File: config.mk
export PLATFORM = sky130hd
export DESIGN_NAME = hpdcache_sram_1rw_ctrl
export DESIGN_NICKNAME = d
export VERILOG_FILES = /design/src/rtl/hpdcache_sram_ctrl_pkg.sv /design/src/rtl/hpdcache_sram_rsp_fifo.sv /design/src/rtl/hpdcache_sram_1rw_ctrl.sv
export SDC_FILE = /design/constraint.sdc
export NUM_CORES = 1
export LEC_CHECK = 0
export CAP_MARGIN = 40
export CORE_ASPECT_RATIO = 1.5
export CORE_MARGIN = 1
export CORE_UTILIZATION = 35
export DETAILED_ROUTE_END_ITERATION = 10
export HOLD_SLACK_MARGIN = 0.06
export PLACE_DENSITY = 0.68
export SLEW_MARGIN = 0
export SYNTH_ARGS = -nofsm -noshare
export SYNTH_HDL_FRONTEND = slang
export SYNTH_SLANG_ARGS = --single-unit
File: constraint.sdc
create_clock -name clk -period 3.1 [get_ports clk]
set_input_delay 0.62 -clock clk [delete_from_list [all_inputs] [get_ports clk]]
set_output_delay 0.62 -clock clk [all_outputs]
set_load 0.02 [all_outputs]
File: src/rtl/hpdcache_sram_ctrl_pkg.sv
// Shared types and constants for the single-port SRAM request/response controller.
package hpdcache_sram_ctrl_pkg;

    // Array initialisation FSM states (used when HPDCACHE_SRAM_INIT_EN is defined)
    typedef enum logic {
        INIT  = 1'b0,
        READY = 1'b1
    } init_state_e;

    // Depth of the read-response buffer
    localparam int unsigned RSP_FIFO_DEPTH = 2;

endpackage

File: src/rtl/hpdcache_sram_rsp_fifo.sv
// Two-entry response FIFO holding SRAM read data that could not be handed
// downstream in the cycle it came out of the SRAM.
module hpdcache_sram_rsp_fifo
    import hpdcache_sram_ctrl_pkg::*;
#(
    parameter int unsigned DATA_SIZE = 8
) (
    input  logic                 clk,
    input  logic                 rst_n,
    input  logic                 push_i,
    input  logic [DATA_SIZE-1:0] push_data_i,
    input  logic                 pop_i,
    output logic [DATA_SIZE-1:0] head_o,
    output logic [1:0]           cnt_o
);

    logic [DATA_SIZE-1:0] mem [RSP_FIFO_DEPTH];
    logic                 wptr;
    logic                 rptr;
    logic [1:0]           cnt;

    // Storage and pointers; single-bit pointers wrap modulo 2 naturally
    always_ff @(posedge clk or negedge rst_n) begin
        if (!rst_n) begin
            mem  <= '{default: '0};
            wptr <= 1'b0;
            rptr <= 1'b0;
        end else begin
            if (push_i) begin
                mem[wptr] <= push_data_i;
                wptr      <= ~wptr;
            end
            if (pop_i) begin
                rptr <= ~rptr;
            end
        end
    end

    // Occupancy; simultaneous push and pop leave it unchanged
    always_ff @(posedge clk or negedge rst_n) begin
        if (!rst_n) begin
            cnt <= '0;
        end else if (push_i && !pop_i) begin
            cnt <= cnt + 2'd1;
        end else if (pop_i && !push_i) begin
            cnt <= cnt - 2'd1;
        end
    end

    assign head_o = mem[rptr];
    assign cnt_o  = cnt;

    // The upstream ready logic guarantees the buffer never overflows or underflows
    a_no_overflow : assert property (@(posedge clk) disable iff (!rst_n)
        !(push_i && !pop_i && cnt == 2'(RSP_FIFO_DEPTH)));
    a_no_underflow : assert property (@(posedge clk) disable iff (!rst_n)
        !(pop_i && cnt == 2'd0));

endmodule

File: src/rtl/hpdcache_sram_1rw_ctrl.sv
// Request/response front-end for a 1RW SRAM with one-cycle read latency.
// Optional feature: define HPDCACHE_SRAM_INIT_EN to zero-fill the array after
// reset before accepting requests.
module hpdcache_sram_1rw_ctrl
    import hpdcache_sram_ctrl_pkg::*;
#(
    parameter int unsigned ADDR_SIZE = 4,
    parameter int unsigned DATA_SIZE = 8,
    parameter int unsigned DEPTH     = 2**ADDR_SIZE
) (
    input  logic                 clk,
    input  logic                 rst_n,
    input  logic                 req_valid_i,
    output logic                 req_ready_o,
    input  logic                 req_we_i,
    input  logic [ADDR_SIZE-1:0] req_addr_i,
    input  logic [DATA_SIZE-1:0] req_wdata_i,
    output logic                 rsp_valid_o,
    input  logic                 rsp_ready_i,
    output logic [DATA_SIZE-1:0] rsp_rdata_o,
    output logic                 sram_cs_o,
    output logic                 sram_we_o,
    output logic [ADDR_SIZE-1:0] sram_addr_o,
    output logic [DATA_SIZE-1:0] sram_wdata_o,
    input  logic [DATA_SIZE-1:0] sram_rdata_i,
    output logic                 init_done_o
);

    if (DEPTH < 1 || DEPTH > 2**ADDR_SIZE) begin : g_bad_depth
        $error("hpdcache_sram_1rw_ctrl: DEPTH out of range 1..2**ADDR_SIZE");
    end

    logic                 init_done;
    logic                 req_accept;
    logic                 rd_pending;
    logic [1:0]           fifo_cnt;
    logic [DATA_SIZE-1:0] fifo_head;
    logic                 fifo_push;
    logic                 fifo_pop;

`ifdef HPDCACHE_SRAM_INIT_EN
    init_state_e          state;
    init_state_e          state_n;
    logic [ADDR_SIZE-1:0] init_addr;
    logic [ADDR_SIZE-1:0] init_addr_n;

    // Init FSM state and fill-address register
    always_ff @(posedge clk or negedge rst_n) begin
        if (!rst_n) begin
            state     <= INIT;
            init_addr <= '0;
        end else begin
            state     <= state_n;
            init_addr <= init_addr_n;
        end
    end

    // Init FSM next state: step through every address once, then stay READY
    always_comb begin
        state_n     = state;
        init_addr_n = init_addr;
        case (state)
            INIT: begin
                init_addr_n = init_addr + 1'b1;
                if (init_addr == ADDR_SIZE'(DEPTH - 1)) begin
                    state_n = READY;
                end
            end
            READY: ;
            default: state_n = INIT;
        endcase
    end

    assign init_done = (state == READY);
`else
    assign init_done = 1'b1;
`endif

    assign init_done_o = init_done;

    // At most two reads may be outstanding (one in the SRAM pipeline plus buffered)
    assign req_ready_o = init_done
                       & ((3'(fifo_cnt) + 3'(rd_pending)) < 3'(RSP_FIFO_DEPTH));
    assign req_accept  = req_valid_i & req_ready_o;

    // SRAM strobes: accepted request passes straight through; init overrides
    always_comb begin
        sram_cs_o    = req_accept;
        sram_we_o    = req_we_i;
        sram_addr_o  = req_addr_i;
        sram_wdata_o = req_wdata_i;
`ifdef HPDCACHE_SRAM_INIT_EN
        if (state == INIT) begin
            sram_cs_o    = 1'b1;
            sram_we_o    = 1'b1;
            sram_addr_o  = init_addr;
            sram_wdata_o = '0;
        end
`endif
    end

    // Marks the cycle in which SRAM read data is present on sram_rdata_i
    always_ff @(posedge clk or negedge rst_n) begin
        if (!rst_n) begin
            rd_pending <= 1'b0;
        end else begin
            rd_pending <= req_accept & ~req_we_i;
        end
    end

    // Fresh read data bypasses the buffer only when it is empty and downstream is ready
    assign fifo_push = rd_pending & ~((fifo_cnt == 2'd0) & rsp_ready_i);
    assign fifo_pop  = (fifo_cnt != 2'd0) & rsp_ready_i;

    assign rsp_valid_o = (fifo_cnt != 2'd0) | rd_pending;
    assign rsp_rdata_o = (fifo_cnt != 2'd0) ? fifo_head : sram_rdata_i;

    hpdcache_sram_rsp_fifo #(
        .DATA_SIZE (DATA_SIZE)
    ) i_rsp_fifo (
        .clk         (clk),
        .rst_n       (rst_n),
        .push_i      (fifo_push),
        .push_data_i (sram_rdata_i),
        .pop_i       (fifo_pop),
        .head_o      (fifo_head),
        .cnt_o       (fifo_cnt)
    );

endmodule

==> out/results.tsv <==
metric	value	unit
status	finished clean	
viasPerCell	4.75	
root_buffer	clkbuf_8	
synthFlopType	dfrtp_1	
pwr_density_cell	972	nW/um^2
leakage	0.000567	uW
setup_tns	0	ps
regArea	526	sq um
fp-row-count	25	
nFillCells	309	
drt_iter0_drc	19	
insertion_delay	250	ps
setup_viol	0	
multiInputGateArea	510	sq um
crit_type	primary input to primary output	
ys_top_cells_by_area	dfrtp_1 (45%), mux2_2 (13%), buf_4 (9.6%), mux2i_1 (7.7%), o21ai_0 (3.9%)	
critPathMaxFanout	3	
finalHoldViolCount	0	
async_flop_share	100	%
ios	50	
grt_pass1_wl	3.27	mm
vias	732	
syn_inst	103	
whs	491	ps
clock_path_buffers	2	
synth.most_common_cell	dfrtp_1	
cp.required	2480	ps
ys_warn_count	0	
die_w	49.2	um
period_needed	2490	ps
gp_congestion	0.723	
vdd_ir_drop_max	0.000482	V
die_area	3580	sq um
relSlewSlack	65.6	%
syn_nets	128	
initial_utilization	37.0	%
first_global_vias	759	
reg2regPathDepth	3	
max_freq	401	MHz
die_y	72.8	um
postCtsSetupBuffers	0	
ant_nets	0	
reg2reg_slack	1590	ps
rsz0062_at_grt	false	
dpl.hpwl	1.43	mm
synth_seq_cells	21	
synth_area	1170	sq um
syn_area_per_cell	11.4	sq um
drv_cap	0	
postCtsHoldBufs	0	
nNetsFinal	140	
synthDistinctLibCells	24	
wl_per_cell	12.6	um
grt.total_usage	11.9	%
cts_buffers	3	
synth.largest_area_cell	dfrtp_1	
cts.repair.resized	0	
area_growth_syn_to_layout	18.6	%
htree_levels	1	
overflow	0	
antenna_found_initial	0	
crit_arrival	1870	ps
fin_crit_sh	80.4	%
yosysSeqAreaShare	44.9	%
path_clk_slew	70	ps
min_path_cells	1	
cts_tree	built	
netlist.area_leader.share	44.9	%
core	3160	sq um
report.final.slew_viol_count	0	
worst_clock_skew	0.745	ps
tightest_slew	515	ps
critPathLaunchType	primary input	
synth_common_cells	dfrtp_1 (21), buf_4 (15), mux2_2 (13)	
layout-drive-gt1-share	18.4	%
cts.sinks	21	
diodes	0	
portBuffers	24	
crit_path_end_kind	primary output	
route.detailed.drc	0	
wl	1.94	mm
report.power.total	1350	uW
synth_edf_count	0	
holdCritPathClass	flop to flop	
dr.pass1.iters	3	
grt_max_degree	20	
## routing by layer
layer	GRT usage, %	routed length (um)	vias up
met5	0	0	-
met4	6.54	16	0
met3	1.25	91	2
met2	21.9	1030	22
met1	13.1	805	352
li1	-	-	356
## cell type report
class                   count  area share [%]
flip-flops and latches     21            37.9
clock inverters             1           0.361
clock buffers               3            2.98
multi-input cells          64            36.8
well taps                  40            3.61
repair buffers             25            18.4
## sequential cells by signal (all words and copies together), names as in the netlist
name,flops
i_rsp_fifo.mem,16
i_rsp_fifo.rptr,1
i_rsp_fifo.wptr,1
rd_pending,1
i_rsp_fifo.cnt_o,2
## per-stage QoR
step / setup WS (ps) / utilization (%) / std cells / cell area [sq um]
final: 607 / 43.9 / 154 / 1390
after global routing: 448 / 43.9 / 154 / 1390
after floorplan: 1290 / - / 103 / 1170
after CTS: 586 / 43.9 / 154 / 1390
after detailed placement: 589 / 42.5 / 150 / 1340
after global placement: 614 / 42.0 / 149 / 1330
## worst max-delay path, stage by stage
cell,delay [ps]
clkdlybuf4s50_1,500
nand2_1,60
o21ai_0,80
clkdlybuf4s50_1,620
## cell families (layout without fill, tap and decap cells)
kind of cell	Yosys count	after routing	share of synthesized area (%)
simple gates	20	20	9.52
flops	21	21	44.9
mux	25	25	23.1
compound gates	16	16	9.20
xor+xnor	2	2	1.50
buf+inv	18	29	11.4
other cells	1	1	0.321
## path summary, 6_finish.rpt
path / end / startpoint
worst max-delay path: rsp_rdata_o[5] / sram_rdata_i[5]
worst min-delay path: i_rsp_fifo.mem[12] / i_rsp_fifo.mem[12]
worst max register to register: i_rsp_fifo.mem[14] / i_rsp_fifo.cnt_o[0]
worst min register to register: i_rsp_fifo.mem[12] / i_rsp_fifo.mem[12]
max in group asynchronous: i_rsp_fifo.mem[12] / rst_n
min in group asynchronous: i_rsp_fifo.mem[3] / rst_n
## power by group
part	internal (uW)	switching, uW
clock network	89.3	85.6
registers	405	117
logic	354	297
total	848	500
## placed cells by master (no fill, tap or decap)
cell,synthesis,layout
nor2_8,1,1
o21ai_0,9,9
dfrtp_1,21,21
conb_1,1,1
nand2_1,10,10
a21oi_4,2,2
and2_1,1,1
a211oi_1,1,1
a21boi_0,1,1
nand2b_1,2,2
clkdlybuf4s50_1,0,24
mux2_2,13,13
nor2_1,1,1
a21oi_1,3,3
xnor2_1,1,1
mux2_1,3,3
buf_8,0,1
nor2b_1,3,3
or2_0,1,1
mux2i_1,9,9
clkinv_2,0,1
or3_1,1,1
clkbuf_8,0,3
xor2_1,1,1
No activity file was read; power rests on OpenSTA's default activity.
